--- config.mk ---
export PLATFORM = sky130hd
export DESIGN_NAME = btn_event_ctrl
export DESIGN_NICKNAME = d
export VERILOG_FILES = /design/src/rtl/btn_pkg.sv /design/src/rtl/btn_event_fsm.sv /design/src/rtl/btn_event_ctrl.sv
export SDC_FILE = /design/constraint.sdc
export NUM_CORES = 1
export LEC_CHECK = 0
export BUFFER_PORTS_ARGS = -buffer_cell sky130_fd_sc_hd__buf_2
export CAP_MARGIN = 20
export CORE_AREA = 2 2 143 173
export CTS_CLUSTER_SIZE = 30
export DETAILED_ROUTE_END_ITERATION = 6
export DIE_AREA = 0 0 145 175
export SYNTH_ARGS = -nofsm -noshare
export SYNTH_HDL_FRONTEND = slang
export SYNTH_SLANG_ARGS = --single-unit
--- constraint.sdc ---
create_clock -name clk -period 2.5 [get_ports clk]
set_clock_uncertainty 0.05 [all_clocks]
set_input_delay 0.125 -clock clk [delete_from_list [all_inputs] [get_ports clk]]
set_output_delay 0.125 -clock clk [all_outputs]
set_load 0.05 [all_outputs]
--- src/rtl/btn_pkg.sv ---
// rtl/btn_pkg.sv - shared event kinds, FSM states and counter-width helper for btn_event_ctrl
package btn_pkg;

    typedef enum logic [1:0] {
        PRESS   = 2'd0,
        RELEASE = 2'd1,
        LONG    = 2'd2,
        REPEAT  = 2'd3
    } evt_kind_e;

    typedef enum logic [1:0] {
        ST_IDLE     = 2'd0,
        ST_PRESS_DB = 2'd1,
        ST_DOWN     = 2'd2,
        ST_REL_DB   = 2'd3
    } btn_state_e;

    // Bits needed to hold values 0..max, never less than one.
    function automatic int unsigned cnt_w(input int unsigned max);
        return (max < 2) ? 1 : $clog2(max + 1);
    endfunction

endpackage

--- src/rtl/btn_event_fsm.sv ---
// rtl/btn_event_fsm.sv - per-button debounce/hold FSM with one pending event slot; REPEAT under BTN_EVENT_REPEAT_EN
module btn_event_fsm
    import btn_pkg::*;
#(
    parameter int unsigned DEB_TICKS    = 20,
    parameter int unsigned LONG_TICKS   = 1000,
    parameter int unsigned REPEAT_TICKS = 200
) (
    input  logic      clk,
    input  logic      rst_n,
    input  logic      tick_i,
    input  logic      btn_i,
    input  logic      grant_i,
    output logic      pressed_o,
    output logic      pend_o,
    output evt_kind_e kind_o,
    output logic      drop_o
);

    localparam int unsigned DW = cnt_w(DEB_TICKS);
    localparam int unsigned HW = cnt_w(LONG_TICKS);
    localparam bit          DEB_NONE = (DEB_TICKS <= 1);
    localparam logic [DW-1:0] DEB_LAST  = DW'(DEB_NONE ? 0 : DEB_TICKS - 1);
    localparam logic [HW-1:0] LONG_LAST = HW'(LONG_TICKS - 1);
    localparam logic [HW-1:0] LONG_SAT  = HW'(LONG_TICKS);

    btn_state_e    state_q, state_d;
    logic [DW-1:0] deb_q, deb_d;
    logic [HW-1:0] hold_q, hold_d;
    logic          pend_q, pend_d;
    evt_kind_e     kind_q, kind_d;
    logic          fire, go_down, go_idle;
    evt_kind_e     fire_kind;
`ifdef BTN_EVENT_REPEAT_EN
    localparam int unsigned RW = cnt_w(REPEAT_TICKS);
    localparam logic [RW-1:0] REP_LAST = RW'(REPEAT_TICKS - 1);
    logic [RW-1:0] rep_q, rep_d;
`endif

    always_comb begin
        state_d   = state_q;
        deb_d     = deb_q;
        hold_d    = hold_q;
        fire      = 1'b0;
        fire_kind = PRESS;
        go_down   = 1'b0;
        go_idle   = 1'b0;
`ifdef BTN_EVENT_REPEAT_EN
        rep_d     = rep_q;
`endif
        if (tick_i) begin
            case (state_q)
                ST_IDLE: if (btn_i) begin
                    deb_d = DW'(1);
                    if (DEB_NONE) go_down = 1'b1;
                    else          state_d = ST_PRESS_DB;
                end
                ST_PRESS_DB: begin
                    if (!btn_i)                 state_d = ST_IDLE;
                    else if (deb_q == DEB_LAST) go_down = 1'b1;
                    else                        deb_d   = deb_q + 1'b1;
                end
                ST_DOWN: begin
                    if (!btn_i) begin
                        deb_d = DW'(1);
                        if (DEB_NONE) go_idle = 1'b1;
                        else          state_d = ST_REL_DB;
                    end else if (hold_q != LONG_SAT) begin
                        hold_d = hold_q + 1'b1;
                        if (hold_q == LONG_LAST) begin
                            fire      = 1'b1;
                            fire_kind = LONG;
                        end
                    end
`ifdef BTN_EVENT_REPEAT_EN
                    else begin
                        // Saturated hold count: repeat counter runs from the LONG tick.
                        rep_d = rep_q + 1'b1;
                        if (rep_q == REP_LAST) begin
                            rep_d     = '0;
                            fire      = 1'b1;
                            fire_kind = REPEAT;
                        end
                    end
`endif
                end
                ST_REL_DB: begin
                    if (btn_i)                  state_d = ST_DOWN;
                    else if (deb_q == DEB_LAST) go_idle = 1'b1;
                    else                        deb_d   = deb_q + 1'b1;
                end
                default: state_d = ST_IDLE;
            endcase
        end
        if (go_down) begin
            state_d   = ST_DOWN;
            hold_d    = '0;
            fire      = 1'b1;
            fire_kind = PRESS;
`ifdef BTN_EVENT_REPEAT_EN
            rep_d     = '0;
`endif
        end
        if (go_idle) begin
            state_d   = ST_IDLE;
            fire      = 1'b1;
            fire_kind = RELEASE;
        end
    end

    // A granted slot is free this cycle, so only an ungranted one is overwritten.
    always_comb begin
        pend_d = pend_q & ~grant_i;
        kind_d = kind_q;
        drop_o = 1'b0;
        if (fire) begin
            drop_o = pend_q & ~grant_i;
            pend_d = 1'b1;
            kind_d = fire_kind;
        end
    end

    always_ff @(posedge clk or negedge rst_n) begin
        if (!rst_n) begin
            state_q <= ST_IDLE;
            deb_q   <= '0;
            hold_q  <= '0;
            pend_q  <= 1'b0;
            kind_q  <= PRESS;
`ifdef BTN_EVENT_REPEAT_EN
            rep_q   <= '0;
`endif
        end else begin
            state_q <= state_d;
            deb_q   <= deb_d;
            hold_q  <= hold_d;
            pend_q  <= pend_d;
            kind_q  <= kind_d;
`ifdef BTN_EVENT_REPEAT_EN
            rep_q   <= rep_d;
`endif
        end
    end

    assign pressed_o = (state_q == ST_DOWN) || (state_q == ST_REL_DB);
    assign pend_o    = pend_q;
    assign kind_o    = kind_q;

endmodule

--- src/rtl/btn_event_ctrl.sv ---
// rtl/btn_event_ctrl.sv - button event controller: sync, prescaler, per-button FSMs, arbiter, event FIFO; option BTN_EVENT_REPEAT_EN
module btn_event_ctrl
    import btn_pkg::*;
#(
    parameter int unsigned N_BTN        = 4,
    parameter int unsigned TICK_DIV     = 50000,
    parameter int unsigned DEB_TICKS    = 20,
    parameter int unsigned LONG_TICKS   = 1000,
    parameter int unsigned REPEAT_TICKS = 200,
    parameter int unsigned FIFO_DEPTH   = 4
) (
    input  logic                                       clk,
    input  logic                                       rst_n,
    input  logic [N_BTN-1:0]                           btn_n,
    output logic [N_BTN-1:0]                           pressed,
    output logic                                       evt_valid,
    input  logic                                       evt_ready,
    output logic [((N_BTN > 1) ? $clog2(N_BTN) : 1)-1:0] evt_btn,
    output logic [1:0]                                 evt_kind,
    output logic                                       overflow,
    input  logic                                       clr_overflow
);

    localparam int unsigned BW = (N_BTN > 1) ? $clog2(N_BTN) : 1;
    localparam int unsigned PW = cnt_w(TICK_DIV - 1);
    localparam int unsigned AW = cnt_w(FIFO_DEPTH - 1);
    localparam int unsigned CW = cnt_w(FIFO_DEPTH);

    // Synchronisers reset to the released level so reset never fakes a press.
    logic [N_BTN-1:0] sync1_q, sync2_q, btn_s;
    logic [PW-1:0]    div_q, div_d;
    logic             tick;

    always_ff @(posedge clk or negedge rst_n) begin
        if (!rst_n) begin
            sync1_q <= '1;
            sync2_q <= '1;
            div_q   <= '0;
        end else begin
            sync1_q <= btn_n;
            sync2_q <= sync1_q;
            div_q   <= div_d;
        end
    end

    assign btn_s = ~sync2_q;
    assign tick  = (div_q == PW'(TICK_DIV - 1));
    assign div_d = tick ? '0 : div_q + 1'b1;

    logic [N_BTN-1:0] pend, grant, fsm_drop;
    evt_kind_e        pend_kind [N_BTN];

    for (genvar i = 0; i < N_BTN; i++) begin : g_btn
        btn_event_fsm #(
            .DEB_TICKS    (DEB_TICKS),
            .LONG_TICKS   (LONG_TICKS),
            .REPEAT_TICKS (REPEAT_TICKS)
        ) u_fsm (
            .clk       (clk),
            .rst_n     (rst_n),
            .tick_i    (tick),
            .btn_i     (btn_s[i]),
            .grant_i   (grant[i]),
            .pressed_o (pressed[i]),
            .pend_o    (pend[i]),
            .kind_o    (pend_kind[i]),
            .drop_o    (fsm_drop[i])
        );
    end

    logic          push, push_ok, pop, full, drop;
    logic [BW-1:0] push_btn;
    evt_kind_e     push_kind;

    // Scan high to low so the lowest pending index wins.
    always_comb begin
        grant     = '0;
        push      = 1'b0;
        push_btn  = '0;
        push_kind = PRESS;
        for (int i = N_BTN - 1; i >= 0; i--) begin
            if (pend[i]) begin
                grant     = '0;
                grant[i]  = 1'b1;
                push      = 1'b1;
                push_btn  = BW'(i);
                push_kind = pend_kind[i];
            end
        end
    end

    logic [BW-1:0] mem_btn_q  [FIFO_DEPTH];
    logic [BW-1:0] mem_btn_d  [FIFO_DEPTH];
    evt_kind_e     mem_kind_q [FIFO_DEPTH];
    evt_kind_e     mem_kind_d [FIFO_DEPTH];
    logic [AW-1:0] wr_q, wr_d, rd_q, rd_d;
    logic [CW-1:0] cnt_q, cnt_d;
    logic          valid_q, valid_d, ovf_q, ovf_d;
    logic [BW-1:0] head_btn_q, head_btn_d;
    evt_kind_e     head_kind_q, head_kind_d;

    assign pop     = valid_q & evt_ready;
    assign full    = (cnt_q == CW'(FIFO_DEPTH));
    assign push_ok = push & (~full | pop);
    assign drop    = (push & ~push_ok) | (|fsm_drop);
    assign ovf_d   = drop | (ovf_q & ~clr_overflow);

    // Head registers are loaded from the post-update array so they track pushes and pops.
    always_comb begin
        mem_btn_d  = mem_btn_q;
        mem_kind_d = mem_kind_q;
        wr_d       = wr_q;
        rd_d       = rd_q;
        cnt_d      = cnt_q;
        if (push_ok) begin
            mem_btn_d[wr_q]  = push_btn;
            mem_kind_d[wr_q] = push_kind;
            wr_d = (wr_q == AW'(FIFO_DEPTH - 1)) ? '0 : wr_q + 1'b1;
        end
        if (pop) begin
            rd_d = (rd_q == AW'(FIFO_DEPTH - 1)) ? '0 : rd_q + 1'b1;
        end
        case ({push_ok, pop})
            2'b10:   cnt_d = cnt_q + 1'b1;
            2'b01:   cnt_d = cnt_q - 1'b1;
            default: cnt_d = cnt_q;
        endcase
        valid_d     = (cnt_d != '0);
        head_btn_d  = mem_btn_d[rd_d];
        head_kind_d = mem_kind_d[rd_d];
    end

    always_ff @(posedge clk or negedge rst_n) begin
        if (!rst_n) begin
            for (int i = 0; i < FIFO_DEPTH; i++) begin
                mem_btn_q[i]  <= '0;
                mem_kind_q[i] <= PRESS;
            end
            wr_q        <= '0;
            rd_q        <= '0;
            cnt_q       <= '0;
            valid_q     <= 1'b0;
            head_btn_q  <= '0;
            head_kind_q <= PRESS;
            ovf_q       <= 1'b0;
        end else begin
            mem_btn_q   <= mem_btn_d;
            mem_kind_q  <= mem_kind_d;
            wr_q        <= wr_d;
            rd_q        <= rd_d;
            cnt_q       <= cnt_d;
            valid_q     <= valid_d;
            head_btn_q  <= head_btn_d;
            head_kind_q <= head_kind_d;
            ovf_q       <= ovf_d;
        end
    end

    assign evt_valid = valid_q;
    assign evt_btn   = head_btn_q;
    assign evt_kind  = head_kind_q;
    assign overflow  = ovf_q;

endmodule

# Yosys cells after proc, flatten, opt, wreduce, memory -nomap -nowiden
# Cells that the tools add are included.
# W data, S select, Z words.
# classes
addsub	13
eq_ne	62
reduce_logical	43
magnitude_cmp	3
bitwise_logic	21
n_mux	201
# ops
op	n
$mux W10	20
$mux W2	72
$mux W5	20
$pmux W5 S4	4
$mux W1	68
$ne A4 B2 Y1 const B	16
$add A10 B1 Y10 const B	4
$eq A10 B10 Y1 const B	4
$ne A10 B10 Y1 const B	4
$reduce_and A5 Y1	8
$ne A2 B2 Y1 const B	16
$pmux W2 S4	4
$reduce_bool A2 Y1	16
$eq A2 B2 Y1 const B	11
$add A5 B1 Y5 const B	4
$eq A5 B5 Y1 const B	4
$add A16 B1 Y16 const B	1
$bwmux W8	2
$eq A16 B16 Y1 const B	1
$mux W16	1
$mux W4	4
$mux W8	2
$reduce_and A4 Y1	4
$reduce_bool A3 Y1	5
other kinds (19)	48
# word_totals
in_bits	8
out_inout_bits	10
register_bits	133

# Depth between registers and ports, before layout
# logic_depth
ltp_word	12
depth_mapped	12
mapped_depth_nobuf	10

# Modules after synthesis
# From an unflattened synthesis, not the netlist that was laid out.
# hier_totals
cells_unflattened	691
area_unflattened_um2	7151.9
# modules_own_cells
module	area_per_inst_um2	cells_per_inst	n_inst	seq_area_each_um2
btn_event_ctrl	2534.9	229	1	1336.3
btn_event_fsm (g_btn[0].u_fsm ...)	1124.8	112	2	500.5
btn_event_fsm (g_btn[3].u_fsm)	1252.5	128	1	500.5
btn_event_fsm (g_btn[2].u_fsm)	1114.8	110	1	500.5

# Worst setup path after synthesis
# OpenSTA, ideal clock, no wires.
# synth_path
path_type	register -> register
from	register valid_q (netlist: evt_valid)
to	register valid_q (netlist: evt_valid)
setup_time_ns	0.131
required_time_ns	2.319
path_buffers	1
path_stages_with_launch	12
arrival_ns	2.699
path_slack_ns	-0.380
period_less_slack_ns	2.880
cell_sequence	dfrtp_1 -> a211oi_2 -> a21oi_1 -> clkbuf_1 -> inv_1 -> ha_1 -> inv_1 -> fa_1 -> xor2_1 -> nor2_1 -> xor2_1 -> or3_1
# synth_via
elab_chain_len	6
# synth_lines
item	line_no	text
start: declaration	btn_event_ctrl.sv:98	logic valid_q, valid_d, ovf_q, ovf_d;
start signal: assignment	btn_event_ctrl.sv:152	valid_q <= valid_d;
$and A1 B1 Y1 *	btn_event_ctrl.sv:102	assign pop = valid_q & evt_ready;
$or A1 B1 Y1	btn_event_ctrl.sv:104	assign push_ok = push & (~full | pop);
$and A1 B1 Y1	btn_event_ctrl.sv:104	
$eq A2 B1 Y1 / $eq A2 B2 Y1 (equally long branches)	btn_event_ctrl.sv:123	case ({push_ok, pop})
$pmux W3 S2 *	btn_event_ctrl.sv:123	
via cnt_d[2]	btn_event_ctrl.sv:97	logic [CW-1:0] cnt_q, cnt_d;
$reduce_bool A3 Y1 *	btn_event_ctrl.sv:128	valid_d = (cnt_d != '0);
via valid_d	btn_event_ctrl.sv:98	
# The timed path passes the listed nets; every way through them passes the cells marked *.
# A chain may end at the register's enable or synchronous reset.

# Final worst setup path
# layout_path
from	register div_q[0]
to	register g_btn[2].u_fsm.hold_q[8]
# layout_via
elab_chain_len	4
# layout_lines
item	line_no	text
start: declaration	btn_event_ctrl.sv:31	logic [PW-1:0] div_q, div_d;
start signal: assignment	btn_event_ctrl.sv:42	div_q <= div_d;
$eq A16 B16 Y1 *	btn_event_ctrl.sv:47	assign tick = (div_q == PW'(TICK_DIV - 1));
$mux W1	btn_event_fsm.sv:51	if (tick_i) begin
$reduce_bool A2 Y1 (no source line)	n/a	
$reduce_and A4 Y1 (no source line)	n/a	
end signal: assignment	btn_event_fsm.sv:136	hold_q <= hold_d;
end: declaration	btn_event_fsm.sv:29	logic [HW-1:0] hold_q, hold_d;
# Mark *: on every way between the ends. The rest lies on a longest branch, timed or not.

==> out/qor.yml <==
cts:
  clk_root_buffer_cell: "clkbuf_16"
  cts.sinks: 133
  cts_tree: "built"
  cts_buffer_depth: 2
  post_cts_buffers: 0
  clk_latency_ns: 0.42
  htreeDepth: 4
  numCtsBuffers: 17
  clkSlewWorstSetupHoldPaths_ns: 0.06
floorplanning:
  core-area_sq_mm: 0.02366
  num_rows: 62
  initial_core_util_pct: 29.52
  pin_count: 18
  die_area_sq_mm: 0.02538
  die_w_um: 145
  fp.dieH_um: 175
setup_path:
  cp_max_fo: 13
  crit_required_ns: 2.80
  cpPeakStageDelay_ns: 0.49
  cp_slowest_cell: "or4_1"
  cp.arrival_ns: 2.64
  worstSetupPathType: "reg -> reg"
  worstSetupEndpointType: "register"
  cp-start-kind: "register"
  path_cells: "ha_1 -> and3_1 -> nand4_1 -> buf_4 -> a211o_2 -> or4_1 -> a21oi_1"
placed_design:
  place_area_sq_mm: 0.007553
  place_hpwl_um: 9899
  gp_congestion: 0.7819
  numPortBuffers: 17
synthesis:
  synth-edff-count: 0
  ys_seq_area_share_pct: 47.80
  synth_commonest_cells: "dfrtp_1, nand2_1, nor2_1"
  netlist_area_sq_mm: 0.006984
  synthesis.nets: 740
  synthFlopType: "dfrtp_1"
  netlist-cell-type-count: 76
  syn_inst: 712
  async_reset_ff_share_pct: 100.0
  syn_area_per_cell_sq_um: 9.809
  synth_area_leader_cell: "dfrtp_1"
  synth-seq-cells: 133
  yosysWarningCount: 0
  synthTopCellsByArea: "dfrtp_1, nand2_1, ha_1"
  yosysTopAreaCellShare_pct: 44.79
  synth.most_common_cell: "dfrtp_1"
power_and_ir_drop:
  peakVddDrop_v: 0.0003436
  cellPowerDensity_mw_per_mm2: 693.2
  p_leak_nw: 3.495
global_route:
  grt-ovfl-total: 0
  grt_max_degree: 59
  grt_antenna_before_repair: 0
  grt_pass1_vias: 5182
  grt.total_usage_pct: 11.85
  grt_pass1_wl_um: 24830
route:
  vias: 5254
  firstDrtPassIters: 4
  drtAntennaViolNets: 0
  drc: 0
  wl_um: 14140
  wl_per_cell_um: 13.14
  via_per_inst: 4.883
  drtIter0Drc: 269
final_layout:
  areaGrowthSynthToFinish_pct: 18.47
  design_area_sq_mm: 0.008274
  diodes: 0
  drive_above_1_share_pct: 16.80
  layout.nets: 771
timing:
  hold_ws_ns: 0.1518
  fin_crit_ns: 2.337
  slew_headroom_pct: 61.54
  rsz0062_at_grt: "false"
  period_share_pct: 93.50
  setup-violations-final: 0
  fmax_mhz: 427.8
  hold_viol: 0
  drv_slew: 0
  tightest_slew_ns: 0.5725
run:
  drv_cap: 0
status:
  outcome: "complete, no violations"
worst_hold_path:
  worstHoldPathType: "in -> reg"
==> cells in the final DEF (no fill, tap or decap), types with 19 or more instances in the layout <==
cell type | Yosys | final
dfrtp_1 | 125 | 124
xnor2_1 | 19 | 19
inv_1 | 35 | 34
nor2_1 | 56 | 56
a21oi_1 | 21 | 20
buf_4 | 5 | 25
o21ai_1 | 25 | 25
nand2_1 | 76 | 76
nand3_1 | 33 | 33
o21ai_0 | 20 | 20
==> sequential cells by signal, indices dropped and copies added, names as in the netlist <==
register             cells
g_btn.u_fsm.hold_q      40
g_btn.u_fsm.deb_q       20
div_q                   16
g_btn.u_fsm.kind_o       8
g_btn.u_fsm.state_q      8
mem_btn_q                8
mem_kind_q               8
g_btn.u_fsm.pend_o       4
sync1_q                  4
sync2_q                  4
cnt_q                    3
evt_btn                  2
evt_kind                 2
rd_q                     2
wr_q                     2
evt_valid                1
overflow                 1
==> through the flow <==
| stage | total power [W] | worst slack (ns) | instances | utilization, % | TNS [ns] |
|---|---|---|---|---|---|
| 2_1_floorplan | 0.002859 | -0.03684 | 712 | - | -0.03684 |
| 3_3_place_gp | 0.003041 | 0.2095 | 1039 | 31.92 | 0 |
| 3_5_place_dp | 0.003056 | 0.1506 | 1039 | 31.92 | 0 |
| 4_1_cts | 0.005822 | 0.1229 | 1076 | 34.90 | 0 |
| 5_1_grt | 0.005999 | 0.02681 | 1076 | 34.97 | 0 |
| 6_report | 0.005735 | 0.1625 | 1076 | 34.97 | 0 |
==> kinds of logic after synthesis <==
| logic type | count (synthesis) | share of synthesized area [%] |
|---|---|---|
| xor gates and xnor gates | 32 | 4.013 |
| AOI/OAI and AO/OA | 159 | 16.46 |
| and+or+nand+nor | 278 | 20.71 |
| muxes | 19 | 2.956 |
| buffers and inverters | 71 | 4.371 |
| adders and majority gates | 20 | 3.690 |
| DFF | 133 | 47.80 |
==> timing repair <==
action,4_1_cts,5_1_grt
setup endpoints to repair,0,4
hold endpoints to repair,58,0
gates resized for setup,0,4
hold buffers,5,0
==> cell type report <==
| cell class | count | area, sq um |
|---|---|---|
| fill | 2367 | 15390 |
| multi-input combinational | 508 | 3398 |
| sequential | 133 | 3339 |
| clock buffer | 22 | 484.2 |
| tap | 320 | 400.4 |
| timing repair buffer | 48 | 349.1 |
| clock inverter | 10 | 168.9 |
| inverter | 35 | 133.9 |
==> where the power goes <==
group / internal [W] / switching, W
logic: 0.000268 / 0.000417
clock network: 0.00178 / 0.000942
registers: 0.00225 / 0.0000778
total: 0.00430 / 0.00144
==> worst paths after layout <==
kind | start | endpoint | slack (ns) | cells after the start
worst max-delay path | div_q[0] | g_btn[2].u_fsm.hold_q[8] | 0.16 | 7
worst min-delay path | clr_overflow | overflow | 0.15 | 4
worst max register to register | div_q[0] | g_btn[2].u_fsm.hold_q[8] | 0.16 | 7
worst min register to register | sync1_q[0] | sync2_q[0] | 0.30 | 0
max in group asynchronous | rst_n | sync2_q[1] | 1.39 | 3
min in group asynchronous | rst_n | g_btn[2].u_fsm.hold_q[8] | 0.19 | 2
==> routing by layer <==
metal  part of all wire, %  vias to the layer above  GRT usage, %
met5                     0                        -             0
met4                   1.8                        0         4.827
met3                   2.3                       16         2.794
met2                    48                       54         19.92
met1                    48                     2558         14.68
li1                      -                     2626             -
==> critical path: cells and delay by family, from the launching register on <==
kind | cells | cell delay, ns
AO/OA/AOI/OAI | 2 | 0.52
adder cells (fa/ha/maj) | 1 | 0.22
flip-flops | 1 | 0.39
buffers and inverters | 1 | 0.20
AND/OR/NAND/NOR | 3 | 0.89
Note: power is estimated with default switching activity, not from simulation.
